`src/rtl/enemy_pkg.sv`:
```
// Shared defaults and FSM state type for the enemy grid status block.
package enemy_pkg;
  localparam int ROWS_DEF    = 10;
  localparam int COLS_DEF    = 6;
  localparam int HP_W_DEF    = 2;
  localparam int INIT_HP_DEF = 1;

  typedef enum logic {
    IDLE   = 1'b0,
    RELOAD = 1'b1
  } state_t;
endpackage

```
`src/rtl/enemy_hp_row.sv`:
```
// One row of enemy hit-point counters: bulk load, single-column decrement, alive flags.
module enemy_hp_row #(
  parameter int COLS    = 6,
  parameter int HP_W    = 2,
  parameter int INIT_HP = 1
) (
  input  logic                           clk,
  input  logic                           reset,
  input  logic                           load,
  input  logic                           dec,
  input  logic [$clog2(COLS)-1:0]        dec_col,
  output logic [COLS-1:0][HP_W-1:0]      hp,
  output logic [COLS-1:0]                alive
);
  localparam int CW = $clog2(COLS);

  always_ff @(posedge clk or posedge reset) begin
    if (reset) begin
      for (int c = 0; c < COLS; c++) hp[c] <= HP_W'(INIT_HP);
    end else begin
      for (int c = 0; c < COLS; c++) begin
        if (load)
          hp[c] <= HP_W'(INIT_HP);
        // Saturate at zero: a dead counter is never decremented.
        else if (dec && dec_col == CW'(c) && hp[c] != '0)
          hp[c] <= hp[c] - HP_W'(1);
      end
    end
  end

  always_comb begin
    alive = '0;
    for (int c = 0; c < COLS; c++) alive[c] = (hp[c] != '0);
  end
endmodule

```
`src/rtl/enemy_grid_status.sv`:
```
// Enemy grid tracker: per-enemy HP, kill strobes, live count, and a row-by-row wave respawn.
// Handshake: a hit transfers on a cycle where hit_valid && hit_ready; hit_ready is low in RELOAD and whenever wave_start is high.
module enemy_grid_status
  import enemy_pkg::*;
#(
  parameter int ROWS    = ROWS_DEF,
  parameter int COLS    = COLS_DEF,
  parameter int HP_W    = HP_W_DEF,
  parameter int INIT_HP = INIT_HP_DEF
) (
  input  logic                               clk,
  input  logic                               reset,
  input  logic                               wave_start,
  input  logic                               hit_valid,
  input  logic [$clog2(ROWS)-1:0]            hit_row,
  input  logic [$clog2(COLS)-1:0]            hit_col,
  output logic                               hit_ready,
  output logic [ROWS-1:0][COLS-1:0]          alive,
  output logic [$clog2(ROWS*COLS+1)-1:0]     alive_count,
  output logic                               all_dead,
  output logic                               kill_pulse,
  output logic [$clog2(ROWS)-1:0]            kill_row,
  output logic [$clog2(COLS)-1:0]            kill_col,
  output logic                               wave_done,
  output logic                               state_dbg
);
  localparam int RW    = $clog2(ROWS);
  localparam int CW    = $clog2(COLS);
  localparam int CNT_W = $clog2(ROWS*COLS+1);
  localparam logic [CNT_W-1:0] TOTAL    = CNT_W'(ROWS*COLS);
  localparam logic [RW-1:0]    LAST_ROW = RW'(ROWS-1);

  state_t state, state_next;
  logic [RW-1:0] row_cnt;
  logic [ROWS-1:0][COLS-1:0][HP_W-1:0] hp;
  logic [ROWS-1:0] row_load, row_dec;
  logic [HP_W-1:0] sel_hp;
  logic accept, kill, last_reload;

  assign hit_ready   = (state == IDLE) && !wave_start;
  assign last_reload = (state == RELOAD) && (row_cnt == LAST_ROW);
  assign all_dead    = (state == IDLE) && (alive_count == '0);
  assign state_dbg   = state;

  // sel_hp stays 0 for out-of-range indices, so those hits look like hits on a dead enemy.
  always_comb begin
    sel_hp = '0;
    for (int r = 0; r < ROWS; r++)
      for (int c = 0; c < COLS; c++)
        if (hit_row == RW'(r) && hit_col == CW'(c)) sel_hp = hp[r][c];
  end

  assign accept = hit_valid && hit_ready && (sel_hp != '0);
  assign kill   = accept && (sel_hp == HP_W'(1));

  always_comb begin
    row_load = '0;
    row_dec  = '0;
    for (int r = 0; r < ROWS; r++) begin
      row_load[r] = (state == RELOAD) && (row_cnt == RW'(r));
      row_dec[r]  = accept && (hit_row == RW'(r));
    end
  end

  for (genvar r = 0; r < ROWS; r++) begin : g_row
    enemy_hp_row #(
      .COLS    (COLS),
      .HP_W    (HP_W),
      .INIT_HP (INIT_HP)
    ) u_row (
      .clk     (clk),
      .reset   (reset),
      .load    (row_load[r]),
      .dec     (row_dec[r]),
      .dec_col (hit_col),
      .hp      (hp[r]),
      .alive   (alive[r])
    );
  end

  always_comb begin
    state_next = state;
    case (state)
      IDLE:    if (wave_start) state_next = RELOAD;
      RELOAD:  if (row_cnt == LAST_ROW) state_next = IDLE;
      default: state_next = IDLE;
    endcase
  end

  always_ff @(posedge clk or posedge reset) begin
    if (reset) begin
      state       <= IDLE;
      row_cnt     <= '0;
      alive_count <= TOTAL;
      kill_pulse  <= 1'b0;
      kill_row    <= '0;
      kill_col    <= '0;
      wave_done   <= 1'b0;
    end else begin
      state      <= state_next;
      kill_pulse <= kill;
      wave_done  <= last_reload;
      if (state == RELOAD) row_cnt <= last_reload ? '0 : row_cnt + RW'(1);
      if (last_reload)
        alive_count <= TOTAL;
      else if (kill && alive_count != '0)
        alive_count <= alive_count - CNT_W'(1);
      if (kill) begin
        kill_row <= hit_row;
        kill_col <= hit_col;
      end
    end
  end
endmodule

```
`config.mk`:
```
export PLATFORM = sky130hd
export DESIGN_NAME = enemy_grid_status
export DESIGN_NICKNAME = d
export VERILOG_FILES = /design/src/rtl/enemy_pkg.sv /design/src/rtl/enemy_hp_row.sv /design/src/rtl/enemy_grid_status.sv
export SDC_FILE = /design/constraint.sdc
export NUM_CORES = 1
export LEC_CHECK = 0
export BUFFER_PORTS_ARGS = -buffer_cell sky130_fd_sc_hd__buf_2
export CAP_MARGIN = 20
export CELL_PAD_IN_SITES_DETAIL_PLACEMENT = 0
export CELL_PAD_IN_SITES_GLOBAL_PLACEMENT = 1
export CORE_ASPECT_RATIO = 0.75
export CORE_MARGIN = 4
export CORE_UTILIZATION = 42
export DETAILED_ROUTE_END_ITERATION = 7
export GPL_TIMING_DRIVEN = 0
export PLACE_DENSITY = 0.87
export SYNTH_ARGS = -nofsm -noshare
export SYNTH_HDL_FRONTEND = slang
export SYNTH_SLANG_ARGS = --single-unit
```
`constraint.sdc`:
```
create_clock -name clk -period 4.05 [get_ports clk]
set_input_delay 0.405 -clock clk [delete_from_list [all_inputs] [get_ports clk]]
set_output_delay 0.405 -clock clk [all_outputs]
set_load 0.02 [all_outputs]
```
==> out/metrics.yaml <==
sta:
  layout_min_cycle_time_ps: 3942
  relSlewSlack_pct: 28.93
  timing.fmax_mhz: 253.7
  setup_viol: 0
  final_hold_viol_count: 0
  maxSlewViolCount: 0
  worst_slack_ps: 108.3
  finalCritPeriodShare_pct: 97.33
  whs_ps: 223.5
  final.setup_skew_ps: 10.59
  grt_setup_unrepaired: "false"
  worst_pin_slew_ps: 1066
logic_synthesis:
  synth_area_mm2: 0.01011
  synth_cell_types: 83
  ys_warn_count: 0
  synthCells: 1201
  ys_seq_area_share_pct: 35.45
  syn_avg_cell_area_um2: 8.416
  async_reset_ff_share_pct: 100.0
  syn_nets: 1277
  synth_edf_count: 0
  ys_ff_latch: 140
  synthFlopType: "dfrtp_1"
global_route:
  grt.total_usage_pct: 27.80
  grt_pass1_vias: 9409
  grt_max_degree: 41
  overflow: 0
  grt_pass1_wl_um: 56680
  grt_antenna_before_repair: 2
floorplan:
  core_region_area_mm2: 0.02336
  die_w_um: 187.1
  initial_core_util_pct: 43.26
  rows: 48
  pin_count: 89
  die_area_mm2: 0.02664
  die_h_um: 142.3
place:
  gp_routability_congestion: 1.001
  post-place-ws_ps: -671.5
  io_buffers: 85
  hpwlAfterDp_um: 27330
  placed_area_mm2: 0.01099
  place_inst: 1590
critical_path:
  start_kind: "input port"
  arrival_ps: 4280
  path_class: "input port to register"
  end_kind: "register"
  ff2ff_path_depth: 11
  cp_max_fo: 10
  required_ps: 4390
pwr:
  p_int_uw: 2993
  leakage_uw: 0.005348
  power_frac_comb_pct: 29.9
  switchingPower_uw: 1801
  netSwitchingFraction_pct: 37.57
  pwr-share-clk_pct: 34.4
  seq_power_share_pct: 35.6
  ir_drop_mv: 0.3770
  power_density_mw_per_mm2: 412.7
routing:
  wl_um: 37250
  firstDrtPassIters: 7
  routedWlPerCell_um: 22.95
  post_drt_via_cell_ratio: 6.036
  drt_drc_violations_left: 0
  postRouteAntennaNets: 0
  vias: 9797
  drt-initial-drc-count: 1218
worst_hold_path:
  holdPathStages: 3
  hp-class: "input port to register"
cells_and_area:
  fin_util_pct: 49.72
  area_growth_pct: 14.92
  final_cells: 1623
  fillCellCount: 2266
  multiInputGateArea_mm2: 0.005418
  nNetsFinal: 1386
  diodes: 0
  layout-drive-gt1-share_pct: 19.43
  regArea_mm2: 0.003583
  design_area_mm2: 0.01161
clocking:
  cts_tree: "built"
  numCtsBuffers: 17
  clock-sinks: 140
  clk_pin_slew_worst_paths_ps: 60
  clockBufferDepth: 2
  htreeDepth: 4
  cts_root_buf: "clkbuf_16"
  insertion_delay_ps: 450
run_status:
  status: "complete, no violations"
run:
  drv_cap: 0
## placed cells by master, fill, tap and decap left out, types with 8 or more instances in the layout
| master | n |
|---|---|
| and3_1 | 21 |
| a22oi_1 | 9 |
| mux2_2 | 11 |
| o211ai_1 | 17 |
| mux2i_1 | 49 |
| clkbuf_1 | 28 |
| dfstp_2 | 64 |
| o21ai_0 | 73 |
| dfrtp_1 | 76 |
| nand3_1 | 29 |
| nand4_1 | 8 |
| clkbuf_16 | 17 |
| nor2b_1 | 8 |
| ha_1 | 65 |
| nor3_1 | 24 |
| xnor2_1 | 11 |
| o2111ai_1 | 10 |
| nand2b_1 | 17 |
| a21oi_1 | 38 |
| nor2_1 | 84 |
| nand3b_1 | 10 |
| inv_1 | 201 |
| and2_1 | 19 |
| or3_1 | 25 |
| o22ai_1 | 16 |
| a211oi_1 | 18 |
| buf_2 | 110 |
| nor4_1 | 27 |
| nand2_1 | 87 |
## what timing repair did
item,CTS,global route
hold buffers,1,0
endpoints found under the setup margin,9,35
hold endpoints to repair,8,0
resized for setup,1,7
buffers inserted,0,0
## registers in the layout, indices dropped and copies added (netlist names)
register        cells
kill_row            4
state_dbg           1
wave_done           1
row_cnt             4
alive_count         6
kill_pulse          1
kill_col            3
g_row.u_row.hp    120
## synth_stat cells, types with 17 or more instances
cell type,number,area share (%)
o211ai_1,17,1.3
o21ai_0,73,3.6
nor4_1,27,1.7
ha_1,65,8.0
dfrtp_1,76,19
nand3_1,29,1.4
or3_1,25,1.5
a21oi_1,38,1.9
inv_1,202,7.5
a211oi_1,18,1.3
and3_1,21,1.3
nor2_1,84,3.1
and2_1,19,1.2
buf_2,25,1.2
dfstp_2,64,17
nor3_1,25,1.2
nand2b_1,17,1.1
mux2i_1,49,4.9
clkbuf_1,30,1.1
nand2_1,88,3.3
## cells by family after synthesis
family,Yosys count,synth area share [%]
AND/OR/NAND/NOR,394,20.50
buffers and inverters,274,11.04
AO/OA/AOI/OAI,253,17.17
flip-flops,140,35.45
adder cells (fa/ha/maj),65,8.047
multiplexers,63,6.747
XOR/XNOR,12,1.040
## stage by stage
stage,TNS (ps),total power (uW)
after global placement,-16920,3071
after CTS,0,4782
final,0,4793
after floorplan,0,2602
after global routing,0,5002
after detailed placement,-17260,3128
## worst max-delay path, stage by stage
cell	delay, ps
buf_2	220
buf_2	370
buf_2	390
buf_2	420
o21ai_0	180
o2111ai_1	140
o2111ai_1	130
o21bai_1	370
a31oi_4	260
o211ai_4	510
buf_2	410
nor3_1	130
a211oi_1	300
## worst paths after layout
path / endpoint / startpoint / slack [ps]
worst max-delay path: g_row[5].u_row.hp[9]$_DFFE_PP0P_ / hit_col[0] / 110
worst min-delay path: state_dbg$_DFF_PP0_ / wave_start / 220
worst max register to register: g_row[5].u_row.hp[9]$_DFFE_PP0P_ / g_row[0].u_row.hp[5]$_DFFE_PP0P_ / 360
worst min register to register: kill_col[2]$_DFFE_PP0P_ / kill_col[2]$_DFFE_PP0P_ / 480
max in group asynchronous: g_row[5].u_row.hp[6]$_DFFE_PP1P_ / reset / 2700
min in group asynchronous: g_row[0].u_row.hp[3]$_DFFE_PP0P_ / reset / 500
## layout make-up
cell class	instances	share of cell area (%)
clock buffer	18	3.695
multi-input combinational	787	46.64
clock inverter	14	1.465
tap	300	3.232
buffer	69	3.016
timing repair buffer	90	4.438
inverter	205	6.657
sequential	140	30.85
## power by group through the flow
stage / Clock [uW] / Sequential, uW / Combinational (uW)
after global routing: 1730 / 1730 / 1540
final: 1650 / 1710 / 1430
after detailed placement: 0 / 1730 / 1400
after global placement: 0 / 1720 / 1350
after CTS: 1670 / 1710 / 1410
after floorplan: 0 / 1750 / 848
## layer usage
| metal | GRT usage (%) | share of wire [%] | vias to the layer above |
|---|---|---|---|
| li1 | - | - | 4391 |
| met1 | 39.65 | 44 | 4699 |
| met2 | 39.81 | 41 | 614 |
| met3 | 8.705 | 12 | 93 |
| met4 | 9.957 | 3.4 | 0 |
| met5 | 0 | 0 | - |
(Power assumes the default switching activity.)
